File: src/rtl/regfile_pkg.sv
// regfile_pkg -- shared types and constants for the parametrised register file.
//   state_t    : sweep FSM state (IDLE, CLEAR)
//   *_DEF      : default word/address widths
//   NREAD_MAX  : largest supported number of read ports
//   depth_of() : number of words for a given address width
package regfile_pkg;

  typedef enum logic {
    IDLE  = 1'b0,
    CLEAR = 1'b1
  } state_t;

  localparam int DATA_W_DEF = 32;
  localparam int ADDR_W_DEF = 5;
  localparam int NREAD_MAX  = 4;

  function automatic int depth_of(input int addr_w);
    return 1 << addr_w;
  endfunction

endpackage

File: src/rtl/regfile_rd_mux.sv
// regfile_rd_mux -- one combinational read port of the register file.
//   addr   : read address
//   stored : word currently held in the array at addr
//   byp_en : a write is being performed this cycle and may be forwarded
//   waddr  : address of that write
//   wdata  : data of that write
//   data   : value presented on the port
// Register 0 is forced to zero when ZERO_REG is non-zero; that check is
// applied last so forwarding can never leak a value onto address 0.
module regfile_rd_mux
  import regfile_pkg::*;
#(
  parameter int ADDR_W   = ADDR_W_DEF,
  parameter int DATA_W   = DATA_W_DEF,
  parameter int ZERO_REG = 1
) (
  input  logic [ADDR_W-1:0] addr,
  input  logic [DATA_W-1:0] stored,
  input  logic              byp_en,
  input  logic [ADDR_W-1:0] waddr,
  input  logic [DATA_W-1:0] wdata,
  output logic [DATA_W-1:0] data
);

  always_comb begin
    // NOTE: assigning a default first keeps this purely combinational; a
    // path that left data unassigned would infer a latch.
    data = stored;
    if (byp_en && (addr == waddr)) data = wdata;
    if ((ZERO_REG != 0) && (addr == '0)) data = '0;
  end

endmodule

File: src/rtl/regfile_param.sv
// regfile_param -- parametrised register file with a sequenced bulk clear.
//   clk       : clock, all state on the rising edge
//   rst       : synchronous active-high reset (clears every word)
//   we/waddr/wdata : single synchronous write port (performed only in IDLE)
//   raddr/rdata    : NREAD packed combinational read ports
//   test_addr/test_data : debug read port for the display
//   clr_req   : level-sampled bulk-clear request
//   busy      : high while the clear sweep runs
//   wr_drop   : one-cycle pulse after a write was rejected during a sweep
//   clr_done  : one-cycle pulse after the last word of a sweep is cleared
// Optional: define REGFILE_BYPASS_EN to forward a performed write to any
// read port addressing it in the same cycle.
module regfile_param
  import regfile_pkg::*;
#(
  parameter int DATA_W   = DATA_W_DEF,
  parameter int ADDR_W   = ADDR_W_DEF,
  parameter int NREAD    = 2,
  parameter int ZERO_REG = 1
) (
  input  logic                     clk,
  input  logic                     rst,
  input  logic                     we,
  input  logic [ADDR_W-1:0]        waddr,
  input  logic [DATA_W-1:0]        wdata,
  input  logic [NREAD*ADDR_W-1:0]  raddr,
  output logic [NREAD*DATA_W-1:0]  rdata,
  input  logic [ADDR_W-1:0]        test_addr,
  output logic [DATA_W-1:0]        test_data,
  input  logic                     clr_req,
  output logic                     busy,
  output logic                     wr_drop,
  output logic                     clr_done
);

  localparam int DEPTH = depth_of(ADDR_W);

  if (NREAD < 1 || NREAD > NREAD_MAX) begin : g_bad_nread
    $error("regfile_param: NREAD out of range");
  end

  logic [DATA_W-1:0] mem [DEPTH];
  state_t            state;
  logic [ADDR_W-1:0] cnt;
  logic              wr_fire;
  logic              byp_en;

  // A write lands only in IDLE and never on the hardwired-zero register.
  assign wr_fire = (state == IDLE) && we && !((ZERO_REG != 0) && (waddr == '0));

`ifdef REGFILE_BYPASS_EN
  assign byp_en = wr_fire;
`else
  assign byp_en = 1'b0;
`endif

  // NOTE: all state here uses non-blocking assignments so every register
  // samples pre-edge values, independent of statement order.
  always_ff @(posedge clk) begin
    if (rst) begin
      // NOTE: the array itself is reset because a cleared file is part of
      // the visible reset state, not just the control registers.
      for (int i = 0; i < DEPTH; i++) mem[i] <= '0;
      state    <= IDLE;
      cnt      <= '0;
      busy     <= 1'b0;
      wr_drop  <= 1'b0;
      clr_done <= 1'b0;
    end else begin
      wr_drop  <= 1'b0;
      clr_done <= 1'b0;
      case (state)
        IDLE: begin
          // The write on the request edge still completes; the sweep
          // starts on the following edge.
          if (wr_fire) mem[waddr] <= wdata;
          if (clr_req) begin
            state <= CLEAR;
            cnt   <= '0;
            busy  <= 1'b1;
          end
        end
        CLEAR: begin
          mem[cnt] <= '0;
          cnt      <= cnt + 1'b1;
          wr_drop  <= we;
          if (cnt == ADDR_W'(DEPTH - 1)) begin
            state    <= IDLE;
            busy     <= 1'b0;
            clr_done <= 1'b1;
          end
        end
        default: state <= IDLE;
      endcase
    end
  end

  for (genvar k = 0; k < NREAD; k++) begin : g_rd
    regfile_rd_mux #(
      .ADDR_W  (ADDR_W),
      .DATA_W  (DATA_W),
      .ZERO_REG(ZERO_REG)
    ) u_rd (
      .addr  (raddr[k*ADDR_W +: ADDR_W]),
      .stored(mem[raddr[k*ADDR_W +: ADDR_W]]),
      .byp_en(byp_en),
      .waddr (waddr),
      .wdata (wdata),
      .data  (rdata[k*DATA_W +: DATA_W])
    );
  end

  regfile_rd_mux #(
    .ADDR_W  (ADDR_W),
    .DATA_W  (DATA_W),
    .ZERO_REG(ZERO_REG)
  ) u_rd_test (
    .addr  (test_addr),
    .stored(mem[test_addr]),
    .byp_en(byp_en),
    .waddr (waddr),
    .wdata (wdata),
    .data  (test_data)
  );

endmodule

File: config.mk
export PLATFORM = sky130hd
export DESIGN_NAME = regfile_param
export DESIGN_NICKNAME = d
export VERILOG_FILES = /design/src/rtl/regfile_pkg.sv /design/src/rtl/regfile_rd_mux.sv /design/src/rtl/regfile_param.sv
export SDC_FILE = /design/constraint.sdc
export NUM_CORES = 2
export LEC_CHECK = 0
export ABC_CLOCK_PERIOD_IN_PS = 7700
export CAP_MARGIN = 20
export CORE_UTILIZATION = 50
export DETAILED_ROUTE_END_ITERATION = 10
export PLACE_DENSITY = 0.75
export SETUP_SLACK_MARGIN = 0.05
export SYNTH_ARGS = -nofsm -noshare
export SYNTH_HDL_FRONTEND = slang
export SYNTH_SLANG_ARGS = --single-unit
export TNS_END_PERCENT = 30
File: constraint.sdc
create_clock -name clk -period 7.7 [get_ports clk]
set_clock_uncertainty 0.1 [all_clocks]
set_input_delay 1.54 -clock clk [delete_from_list [all_inputs] [get_ports clk]]
set_output_delay 1.54 -clock clk [all_outputs]
set_load 0.1 [all_outputs]
==> results by group <==
Finish
  – Most frequent cells in the layout: edfxtp_1 (1024), nor3_1 (861), mux4_2 (576), mux2i_1 (388), buf_4 (215)
  – Synth-to-Final Area Change: 10.5%
  – Fin nets: 4567
  – Commonest non-fill, non-tap cell in the layout: edfxtp_1
  – Share of cells above drive strength 1: 26.1%
  – # fillers: 9757

Timing
  – Final worst path period need: 6.90 ns
  – Maximum clock rate: 0.145 GHz
  – Worst-margin pin slew: 1.32 ns
  – Final Slew Violations: 0
  – Max_slew headroom: between 10% and 20%
  – Setup-failing EPs final: 0
  – Final Hold Vio Count: 0
  – RSZ-0062 raised after global routing: false
  – Total negative slack: 0 ns
  – Period utilisation layout: around 90%

Critical path
  – Startpoint Class: input port
  – CP Cell Sequence: buf_2 -> nor2b_4 -> a22oi_1 -> a311oi_1 -> buf_4
  – Crit. End Element: primary output
  – CP peak stage delay: 1.11 ns
  – Worst path arrival time: 5.26 ns
  – Worst R2R End: mem[19][8]$_SDFFCE_PN0P_
  – Setup CP Type: input port to primary output
  – Worst r2r src: state$_SDFF_PP0_
  – Flop2flop setup slack: 3.19 ns
  – Critical path's slowest cell: nor2b_4
  – Delay-heaviest family, CP: compound AO/OA/AOI/OAI gates
  – Worst-case reg-to-reg path depth: 5
  – Required @ worst endpoint: 6.06 ns
  – Critical path buffer and inverter count: 2
  – Worst Path Max Fanout: 24

Clocking
  – CTS Sinks: 1033
  – CTS Buffer Depth: 3
  – Root Buffer: clkbuf_16
  – Total setup buffers inserted after CTS: 0
  – Hold_buf cts: 0
  – Clock transition at path regs: 0.06 ns
  – H-tree levels: 3
  – Cts bufs inserted: 109
  – CTS tree: done
  – Post-CTS sizing: 0
  – Clk_lat worst skew: 0.71 ns

Floorplanning
  – Initial Util: between 50% and 60%
  – Die Span Y: 357 um
  – Total core area: 124000 um2
  – Die ar.: 127000 um2
  – Die W: 357 um
  – Row count: 129
  – Io pins: between 150 and 200

Routing
  – Via Count: 50400
  – Post-route ant nets: 0
  – Violation count after the first detailed-route iteration: 9134
  – DRC Markers: 0
  – Drt wl/cell: slightly below 40 um
  – Total Wirelength: 244000 um
  – Vias per cell: 8.07
  – DRT Pass-1 Iters: 7

GRT
  – Initial antenna violation count: 9
  – Overall Global Routing Usage: a little under two fifths
  – Largest net degree at the start of global routing: 90
  – Remaining Overflow, GRT: 0
  – Vias in the first global route: 48600
  – First-pass GRT wire length: 347000 um

Run
  – Max-Cap Viols: 0

Place
  – Gp weighted congestion: 0.961
  – Final HPWL DP: roughly 140000 um
  – PortBufs: 154

Synth
  – Synth top area cells: edfxtp_1 (49%), mux4_2 (21%), nor3_1 (6.9%)
  – Synth Instances: 4649
  – Seq/Total Area, Yosys: 49.2%
  – Distinct cells, synth: 48
  – EDFF count, synth: a little over 1000
  – Post-Syn Area: 62900 um2
  – Register bit total from synthesis: roughly 1000
  – Synth top area share: 48.9%
  – Synthesized area per cell: 13.5 um2
  – Syn. warnings: 0
  – Synth Flop Type: edfxtp_1
  – Area leader, netlist: edfxtp_1
  – Asr flop ratio synth: 0%

Run status
  – Status: complete, no violations

Hold path
  – Worst min path class: flip-flop to flip-flop
  – Hold path endpoint: busy$_SDFFE_PP0P_
  – Hold Path Origin: busy$_SDFFE_PP0P_
  – Hold path cells: 2

Power
  – Worst VDD drop: 0.169 mV
  – Leakage power: approximately 23 nW
  – Power Density: 214 nW/um2
  – Design Power: 14.9 mW
[cell usage after synthesis, types with 2 or more instances]
cell type / n
a31o_2: 2
nand3b_1: 3
buf_1: 29
nor4bb_1: 2
nand2b_1: 5
or2_2: 5
a221oi_1: 76
mux4_2: 576
and2_1: 3
clkbuf_4: 3
a22oi_1: 97
o21ai_0: 101
or3b_2: 2
o21bai_1: 32
edfxtp_1: 1024
mux2i_1: 388
buf_6: 10
a311oi_1: 64
nand2_2: 2
o221ai_1: 64
or3_1: 2
inv_1: 8
nand2_1: 145
clkbuf_1: 268
a21oi_1: 38
a211oi_1: 96
o21ai_1: 9
and3_1: 2
nor3_2: 5
buf_2: 235
o2111ai_1: 20
nor2_1: 146
mux2_2: 97
buf_4: 70
nor2b_1: 73
nor3b_1: 2
dfxtp_1: 9
nand4_1: 64
nor3_1: 861
or4_1: 2
ha_1: 2
[kinds of logic after synthesis]
group                    Yosys count  share of synthesized area, %
flip-flops                      1033                          49.2
other                              1                       0.00596
buffers and inverters            623                          4.74
multiplexers                    1062                          28.6
AND/OR/NAND/NOR                 1327                          10.4
AO/OA/AOI/OAI                    601                          7.06
adder cells (fa/ha/maj)            2                        0.0398
[layout make-up]
class / count / area, um2 / area share (%)
diodes: 16 / 40.0 / 0.0576
inverters: 8 / 32.5 / 0.0468
clock inverters: 60 / 549 / 0.790
flip-flops and latches: 1033 / 30900 / 44.5
clock buffers: 137 / 2860 / 4.12
multi-input cells: 3024 / 29600 / 42.6
well taps: 1637 / 2050 / 2.95
repair buffers: 333 / 3410 / 4.91
[per-stage QoR]
step,std cells,util (%),cell area (um2),setup slack [ns],hold WS (ns)
4_1_cts,6228,55.8,69400,1.07,0.405
6_report,6248,55.9,69500,0.803,0.402
5_1_grt,6232,55.9,69500,0.971,0.452
3_3_place_gp,6025,53.0,65900,1.02,0.370
2_1_floorplan,4680,-,63000,0.995,0.431
3_5_place_dp,6031,53.1,66000,1.08,0.391
[worst min-delay path, cell delays in order, from the launching register on]
cell     delay (ns)
dfxtp_1        0.34
a21oi_1        0.06
nor2_1         0.07
[flip-flops by register name, summed over array words and instances (netlist names)]
signal and cells:
mem 1024, wr_drop 1, state 1, clr_done 1, cnt 5, busy 1
[worst max-delay path by stage]
stage / startpoint / end / slack (ns) / cells after the start
6_report: raddr[8] / rdata[42] / 0.80 / 5
5_1_grt: raddr[8] / rdata[62] / 0.97 / 6
4_1_cts: raddr[5] / rdata[42] / 1.07 / 7
3_5_place_dp: raddr[5] / rdata[42] / 1.08 / 7
3_3_place_gp: raddr[8] / rdata[42] / 1.02 / 6
2_1_floorplan: raddr[6] / rdata[34] / 1.0 / 7
[metal layers]
layer  vias up  wire length, um  track usage [%]  part of all wire, %
li1      18800                -                -                    -
met1     24500            75400             46.7                   31
met2      5621           102000             53.6                   42
met3      1463            45000             16.4                   18
met4        20            20900             26.0                  8.6
met5         -              333             1.22                 0.14
[power by group]
group	internal [mW]	switching, mW
Combinational	0.952	2.07
Clock	2.92	2.34
Sequential	6.41	0.178
Total	10.3	4.59
No activity file was read; power rests on OpenSTA's default activity.
